`src/rtl/gpu_pkg.sv`:
```
// Shared encodings for the core phase and fetcher state. These are used by core, pc and scheduler.
package gpu_pkg;

  localparam logic [2:0] CORE_IDLE    = 3'b000;
  localparam logic [2:0] CORE_FETCH   = 3'b001;
  localparam logic [2:0] CORE_DECODE  = 3'b010;
  localparam logic [2:0] CORE_REQUEST = 3'b011;
  localparam logic [2:0] CORE_WAIT    = 3'b100;
  localparam logic [2:0] CORE_EXECUTE = 3'b101;
  localparam logic [2:0] CORE_UPDATE  = 3'b110;
  localparam logic [2:0] CORE_DONE    = 3'b111;

  localparam logic [2:0] FETCH_IDLE     = 3'b000;
  localparam logic [2:0] FETCH_FETCHING = 3'b001;
  localparam logic [2:0] FETCH_FETCHED  = 3'b010;

endpackage

```
`src/rtl/sat_counter.sv`:
```
// Up-counter that saturates at all-ones and does not wrap.
module sat_counter #(
  parameter int WIDTH = 16
) (
  input  logic             clk,
  input  logic             reset,
  input  logic             inc,
  output logic [WIDTH-1:0] count
);

  always_ff @(posedge clk) begin
    if (reset)                     count <= '0;
    else if (inc && (count != '1)) count <= count + 1'b1;
  end

endmodule

```
`src/rtl/instruction_fetcher.sv`:
```
// Per-core fetch unit. A one-entry PC-tagged buffer lets a repeated fetch of the
// same PC skip the memory round trip. Fetches and misses are counted.
module instruction_fetcher
  import gpu_pkg::*;
#(
  parameter int PROGRAM_MEM_ADDR_BITS = 8,
  parameter int PROGRAM_MEM_DATA_BITS = 16,
  parameter int PERF_COUNTER_BITS     = 16
) (
  input  logic                             clk,
  input  logic                             reset,
  input  logic [2:0]                       core_state,
  input  logic [PROGRAM_MEM_ADDR_BITS-1:0] current_pc,
  input  logic                             flush,
  output logic                             mem_read_valid,
  output logic [PROGRAM_MEM_ADDR_BITS-1:0] mem_read_address,
  input  logic                             mem_read_ready,
  input  logic [PROGRAM_MEM_DATA_BITS-1:0] mem_read_data,
  output logic [2:0]                       fetcher_state,
  output logic [PROGRAM_MEM_DATA_BITS-1:0] instruction,
  output logic [PERF_COUNTER_BITS-1:0]     fetch_count,
  output logic [PERF_COUNTER_BITS-1:0]     miss_count
);

  logic                             buf_valid;
  logic [PROGRAM_MEM_ADDR_BITS-1:0] buf_pc;
  logic [PROGRAM_MEM_DATA_BITS-1:0] buf_data;
  logic                             drop_fill;

  logic fetch_req, hit, miss, fill;

  assign fetch_req = (fetcher_state == FETCH_IDLE) && (core_state == CORE_FETCH);
  assign hit       = fetch_req && buf_valid && (buf_pc == current_pc) && !flush;
  assign miss      = fetch_req && !hit;
  assign fill      = (fetcher_state == FETCH_FETCHING) && mem_read_ready;

  always_ff @(posedge clk) begin
    if (reset) begin
      fetcher_state    <= FETCH_IDLE;
      mem_read_valid   <= 1'b0;
      mem_read_address <= '0;
      instruction      <= '0;
      buf_valid        <= 1'b0;
      buf_pc           <= '0;
      buf_data         <= '0;
      drop_fill        <= 1'b0;
    end else begin
      case (fetcher_state)
        FETCH_IDLE: begin
          if (hit) begin
            instruction   <= buf_data;
            fetcher_state <= FETCH_FETCHED;
          end else if (miss) begin
            mem_read_valid   <= 1'b1;
            mem_read_address <= current_pc;
            fetcher_state    <= FETCH_FETCHING;
          end
        end
        FETCH_FETCHING: begin
          if (mem_read_ready) begin
            instruction    <= mem_read_data;
            mem_read_valid <= 1'b0;
            fetcher_state  <= FETCH_FETCHED;
            drop_fill      <= 1'b0;
            // A flush seen during the round trip means this data may predate the new kernel.
            if (!drop_fill && !flush) begin
              buf_pc    <= mem_read_address;
              buf_data  <= mem_read_data;
              buf_valid <= 1'b1;
            end
          end else if (flush) begin
            drop_fill <= 1'b1;
          end
        end
        FETCH_FETCHED: begin
          if (core_state == CORE_DECODE) fetcher_state <= FETCH_IDLE;
        end
        default: fetcher_state <= FETCH_IDLE;
      endcase
      // Placed last so a flush overrides a fill on the same edge.
      if (flush) buf_valid <= 1'b0;
    end
  end

  sat_counter #(.WIDTH(PERF_COUNTER_BITS)) u_fetch_count (
    .clk   (clk),
    .reset (reset),
    .inc   (hit || fill),
    .count (fetch_count)
  );

  sat_counter #(.WIDTH(PERF_COUNTER_BITS)) u_miss_count (
    .clk   (clk),
    .reset (reset),
    .inc   (miss),
    .count (miss_count)
  );

endmodule

```
`config.mk`:
```
export PLATFORM = sky130hd
export DESIGN_NAME = instruction_fetcher
export DESIGN_NICKNAME = d
export VERILOG_FILES = /design/src/rtl/gpu_pkg.sv /design/src/rtl/sat_counter.sv /design/src/rtl/instruction_fetcher.sv
export SDC_FILE = /design/constraint.sdc
export NUM_CORES = 1
export LEC_CHECK = 0
export BUFFER_PORTS_ARGS = -buffer_cell sky130_fd_sc_hd__buf_4
export CAP_MARGIN = 30
export CORE_ASPECT_RATIO = 1.75
export CORE_UTILIZATION = 30
export CTS_CLUSTER_DIAMETER = 80
export DETAILED_ROUTE_END_ITERATION = 7
export GPL_TIMING_DRIVEN = 0
export PLACE_DENSITY_LB_ADDON = 0.12
export REMOVE_ABC_BUFFERS = 1
export SYNTH_ARGS = -nofsm -noshare
export SYNTH_HDL_FRONTEND = slang
export SYNTH_HIERARCHICAL = 1
export SYNTH_SLANG_ARGS = --single-unit
```
`constraint.sdc`:
```
create_clock -name clk -period 2.8 [get_ports clk]
set_input_delay 0.28 -clock clk [delete_from_list [all_inputs] [get_ports clk]]
set_output_delay 0.28 -clock clk [all_outputs]
set_load 0.01 [all_outputs]
```
# Yosys cells after proc, flatten, opt, wreduce, memory -nomap -nowiden

Index checks and enable logic that the tools add are counted.

Word-level logic and storage cells: 63
Bits in registers: 86
Input bits: 31

$add $sub $neg: 2
Equal/unequal tests: 13
Bitwise logic cells: 1
Muxes and demuxes: 14
Reduce and logical (&&, ||, !) cells: 23

Operators by type and width:

| cell                    | number |
|---|---|
| $add A16 B1 Y16 const B | 2 |
| $mux W16                | 2 |
| $ne A16 B16 Y1 const B  | 2 |
| $pmux W16 S2            | 1 |
| $mux W3                 | 4 |
| $reduce_and A3 Y1       | 4 |
| $logic_and A1 B1 Y1     | 9 |
| $pmux W3 S3             | 1 |
| $eq A8 B8 Y1            | 1 |
| $ne A2 B2 Y1 const B    | 4 |
| $eq A3 B1 Y1 const B    | 2 |
| $eq A3 B2 Y1 const B    | 2 |
| $mux W1                 | 5 |
| $reduce_and A4 Y1       | 1 |
| $reduce_bool A2 Y1      | 2 |
| $logic_not A1 Y1        | 3 |
| $logic_not A3 Y1        | 1 |
| $ne A3 B2 Y1 const B    | 1 |
| $ne A2 B1 Y1 const B    | 1 |
| $pmux W1 S2             | 1 |
| $reduce_and A2 Y1       | 1 |
| $reduce_or A2 Y1        | 1 |
| $logic_or A1 B1 Y1      | 1 |
| $not A1 Y1              | 1 |

# Logic depth before layout (Yosys ltp)

Word-level depth: 10
Mapped depth: 9
Gate-level depth less buffers: 8

# Hierarchy

The synthesis kept the hierarchy.

By module, submodules not included:

| module              | cells each | times used | area each (um2) |
|---|---|---|---|
| instruction_fetcher | 264        | 1          | 2363.5 |
| sat_counter         | 99         | 2          | 848.3 |

# Least setup slack after synthesis

No wires, ideal clock.

Path kind: reg2reg
From: register buf_pc[3]
To: register u_fetch_count.count[7]
Clock period less this slack: 2.252 ns
Setup time: 0.070 ns
Data arrival time: 2.181 ns
Cell stages (with the launch flop): 10
Buffers on the path: 2
Slack: 0.548 ns
Cell sequence: dfxtp_1 > xor2_1 > nor4_2 > nand4b_4 > buf_6 > nand2_1 > nand2_1 > clkbuf_1 > or4_1 > a21oi_1

Cells in the longest elaborated chain, start to end: 5

Ends and longest elaborated chain:

| item                             | line                      | RTL |
|---|---|---|
| start: declaration               | instruction_fetcher.sv:26 | `logic [PROGRAM_MEM_ADDR_BITS-1:0] buf_pc;` |
| start signal: assignment         | instruction_fetcher.sv:67 | `buf_pc <= mem_read_address;` |
| $eq A8 B8 Y1                     | instruction_fetcher.sv:33 | `assign hit = fetch_req && buf_valid && (buf_pc == current_pc) && !flush;` |
| $logic_and A1 B1 Y1 (2 in a row) | instruction_fetcher.sv:33 |  |
| $logic_or A1 B1 Y1               | instruction_fetcher.sv:88 | `.inc (hit \|\| fill),` |
| $logic_and A1 B1 Y1              | sat_counter.sv:13         | `else if (inc && (count != '1)) count <= count + 1'b1;` |
| end signal: assignment           | sat_counter.sv:13         |  |
| end: declaration                 | sat_counter.sv:8          | `output logic [WIDTH-1:0] count` |

Every way passes these cells.
A chain may end at the register's enable or synchronous reset.

# Worst setup path in the final report

From: register fetcher_state[1]
To: register u_miss_count.count[11]

Cells in the longest elaborated chain, start to end: 8

Ends and longest elaborated chain:

| item                             | line                      | RTL |
|---|---|---|
| start: declaration               | instruction_fetcher.sv:19 | `output logic [2:0] fetcher_state,` |
| start signal: assignment         | instruction_fetcher.sv:39 | `fetcher_state <= FETCH_IDLE;` |
| start signal: assignment         | instruction_fetcher.sv:52 | `fetcher_state <= FETCH_FETCHED;` |
| start signal: assignment         | instruction_fetcher.sv:56 | `fetcher_state <= FETCH_FETCHING;` |
| $logic_not A3 Y1 (*)             | instruction_fetcher.sv:32 | `assign fetch_req = (fetcher_state == FETCH_IDLE) && (core_state == CORE_FETCH);` |
| $logic_and A1 B1 Y1 (*)          | instruction_fetcher.sv:32 |  |
| $logic_and A1 B1 Y1 (3 in a row) | instruction_fetcher.sv:33 |  |
| $logic_not A1 Y1                 | instruction_fetcher.sv:34 | `assign miss = fetch_req && !hit;` |
| $logic_and A1 B1 Y1 (*)          | instruction_fetcher.sv:34 |  |
| $logic_and A1 B1 Y1 (*)          | sat_counter.sv:13         |  |
| end signal: assignment           | sat_counter.sv:13         |  |
| end: declaration                 | sat_counter.sv:8          |  |

Mark *: on every way between the ends. The rest lies on a longest branch, timed or not.

==> key figures <==
GRT
  – First-pass GRT wire length: 17550 um
  – Number of global-route vias before repair: 3525
  – Total track usage: 15.69%
  – Pin count of the biggest net entering global routing: approximately 90
  – Initial antenna violation count: 0
  – GR peak layer: met2
  – GR Overflow Total: 0
  – Met2 Track Usage GR: 27.66%
  – Met3 Use GR: 3.460%
  – Grt met1 use: a little under a fifth

Clock tree
  – # H-tree levels: 3
  – CTS max path bufs: 2
  – CTS tree: built
  – Clock root cell: clkbuf_16
  – Cts bufs inserted: 9
  – Cts hold-fix bufs: 0
  – Reg clk slew, reported paths: around 0.07 ns
  – Worst skew pair latency: roughly 0.33 ns
  – Clk sink count: 85

Hold path
  – Hold Path Cell Cnt: 2
  – Worst hold path type: in2reg

Floorplan
  – Row cnt: 55
  – DIE AREA: 14020 sq um
  – Core ar.: 13080 sq um
  – Die Y: 155.9 um
  – Starting Density: roughly 31%
  – Die Wd: 89.94 um
  – Io pins: 91

Power
  – Sequential share of power: 45.7%
  – Clk pwr share: 48.2%
  – P_int: 2.091 mW
  – Pwr Total: 2.710 mW
  – Switching share of power: 22.85%
  – Power Density: between 500 and 600 nW/um^2
  – Leak: around 1.9 nW
  – P_sw: 619.4 uW
  – Worst vdd ir: around 0.00027 V
  – Combinational power share: 6.1%

Worst setup path
  – Reg2Reg Depth: 7
  – Critical path data required time: 3.02 ns
  – CP Launch Type: flop
  – Critical path class: reg2reg
  – Arrival @ worst endpoint: approximately 2.8 ns
  – CP Capture Type: flop
  – Critical-path maximum fanout: 13

Timing
  – Final Hold Vio Count: 0
  – Final Setup Violations: 0
  – Final Slew Violations: 0
  – Max Clock Skew: 0.008141 ns
  – Max transition margin: 36.07%
  – Final worst-path cycle share: 93.28%
  – Worst-margin pin slew: 0.9590 ns
  – Min Tclk post-route: approximately 2.6 ns
  – Max Clk Rate: between 300 and 400 MHz
  – Fin Hold WS: 0.1796 ns
  – RSZ-0062 raised after global routing: no

Final layout
  – Storage cell area: 1702 sq um
  – Most frequent cells in the layout: 91 x buf_4, 85 x dfxtp_1, 61 x nand2_1, 46 x a21oi_1, 25 x inv_1
  – Multi-input gate area: 2180 sq um
  – Number of fill cells in the layout: ~1400
  – Share of cells above drive strength 1: 25.60%
  – Antenna cells: 0
  – Most common cell after layout, fill and taps aside: buf_4
  – Area grow syn2layout: 29.31%
  – Fin nets: 571

Synthesis
  – Syn avg cell area: 8.788 sq um
  – Yosys warnings: 6
  – Cell variety after synth: 43
  – Gate Count Post-Synth: 462
  – Mapped cell area: 4060 sq um
  – Yosys reg bits: 85
  – Sequential area share after synthesis: between 40% and 50%

Drt
  – DRC: 0
  – Routed Antenna Nets: 0
  – Via count: approximately 3700
  – Routed wire per std cell: 15.24 um
  – Initial DRC count: 75
  – Final wirelength: 10880 um
  – DR vias/cell: 5.171
  – DR pass1 iterations: 4

Job
  – Max-Cap Viols: 0

Outcome
  – Status: completed

Placed design
  – Port buffer count: between 80 and 90
  – DP Wirelength: 6678 um
  – Gpl congestion: 0.6987
==> registers in the layout, summed over array words and instances (netlist names) <==
signal               count
fetcher_state            2
u_miss_count/count      16
buf_valid                1
buf_pc                   8
drop_fill                1
instruction             16
buf_data                16
mem_read_valid           1
mem_read_address         8
u_fetch_count/count     16
==> cell families after synthesis <==
kind of cell	after synthesis	synth area share, %
compound gates	107	19.38
xor+xnor	11	2.373
fa+ha+maj	2	0.6162
buf+inv	56	6.163
flops	85	41.91
mux	12	3.020
other cells	1	0.09236
simple gates	188	26.44
==> final cells by class <==
cell class	instances	share of cell area (%)
sequential	85	32.41
timing repair buffer	94	14.04
clock buffer	10	4.361
inverter	25	1.787
multi-input combinational	323	41.52
clock inverter	6	1.811
tap	171	4.075
==> critical path: stages (launching register included) <==
cell,delay [ns]
dfxtp_1,0.40
nor3_1,0.22
nand3b_1,0.22
a31oi_2,0.45
buf_8,0.22
nand2_1,0.24
nor4bb_1,0.37
mux2_2,0.37
==> path summary, 6_finish.rpt <==
kind                                       from                                  end  slack (ns)
hold reg to reg       buf_data[11]$_SDFFE_PP0P_            buf_data[11]$_SDFFE_PP0P_        0.45
hold / removal                            flush               buf_valid$_SDFFE_PP0P_        0.18
setup reg to reg  fetcher_state[1]$_SDFFE_PP0P_  u_miss_count/count[11]$_SDFFE_PP0P_        0.19
setup / recovery  fetcher_state[1]$_SDFFE_PP0P_  u_miss_count/count[11]$_SDFFE_PP0P_        0.19
==> per-layer routing <==
layer	routed length, um	vias up
met5	0	-
met4	143	0
met1	4616	1774
met3	466	9
li1	-	1833
met2	5654	76
==> cell usage after synthesis <==
cell | count | area share [%]
a21oi_1 | 46 | 5.7
a221oi_1 | 4 | 0.86
a221oi_2 | 12 | 4.4
a311oi_1 | 16 | 3.5
a31oi_1 | 2 | 0.31
and3_1 | 2 | 0.31
and4_1 | 6 | 1.3
buf_1 | 4 | 0.37
buf_2 | 11 | 1.4
buf_4 | 1 | 0.18
buf_6 | 3 | 0.83
clkbuf_1 | 12 | 1.1
conb_1 | 1 | 0.092
dfxtp_1 | 85 | 42
ha_1 | 2 | 0.62
inv_1 | 25 | 2.3
mux2_2 | 2 | 0.55
mux2i_1 | 10 | 2.5
nand2_1 | 61 | 5.6
nand2_2 | 3 | 0.46
nand3_1 | 12 | 1.5
nand3b_1 | 3 | 0.55
nand4_1 | 6 | 0.92
nand4_4 | 2 | 1.0
nand4b_4 | 1 | 0.59
nor2_1 | 23 | 2.1
nor2b_1 | 23 | 3.5
nor3_1 | 14 | 1.7
nor3_2 | 1 | 0.25
nor4_1 | 4 | 0.62
nor4_2 | 1 | 0.31
nor4_4 | 2 | 1.0
nor4b_2 | 1 | 0.37
nor4bb_1 | 2 | 0.49
o21a_1 | 2 | 0.37
o21ai_0 | 8 | 0.99
o311ai_0 | 3 | 0.65
o31ai_1 | 12 | 2.2
o41ai_1 | 2 | 0.43
or3_1 | 7 | 1.1
or4_1 | 14 | 2.6
xnor2_1 | 4 | 0.86
xor2_1 | 7 | 1.5
==> what timing repair did <==
item | CTS | global route
endpoints found under the setup margin | 41 | 0
gates resized for setup | 4 | 0
buffers inserted | 2 | 0
==> through the flow <==
step / worst slack [ns] / std cells / TNS [ns] / utilization, % / area (sq um)
6_report: 0.1883 / 714 / 0 / 40.15 / 5250
3_5_place_dp: -0.8036 / 693 / -21.27 / 37.08 / 4848
2_1_floorplan: -1.400 / 431 / -62.25 / - / 3904
3_3_place_gp: -2.997 / 691 / -149.67 / 36.60 / 4786
5_1_grt: 0.01916 / 714 / 0 / 40.15 / 5250
4_1_cts: 0.1647 / 713 / 0 / 40.07 / 5239
==> power by group through the flow <==
stage	Sequential [mW]	Combinational (mW)	Clock, mW
after floorplan	1.27	0.0523	0
after global placement	1.26	0.153	0
after detailed placement	1.26	0.159	0
after CTS	1.24	0.167	1.35
after global routing	1.24	0.181	1.41
final	1.24	0.166	1.31
Power figures use the tool's default switching activity.
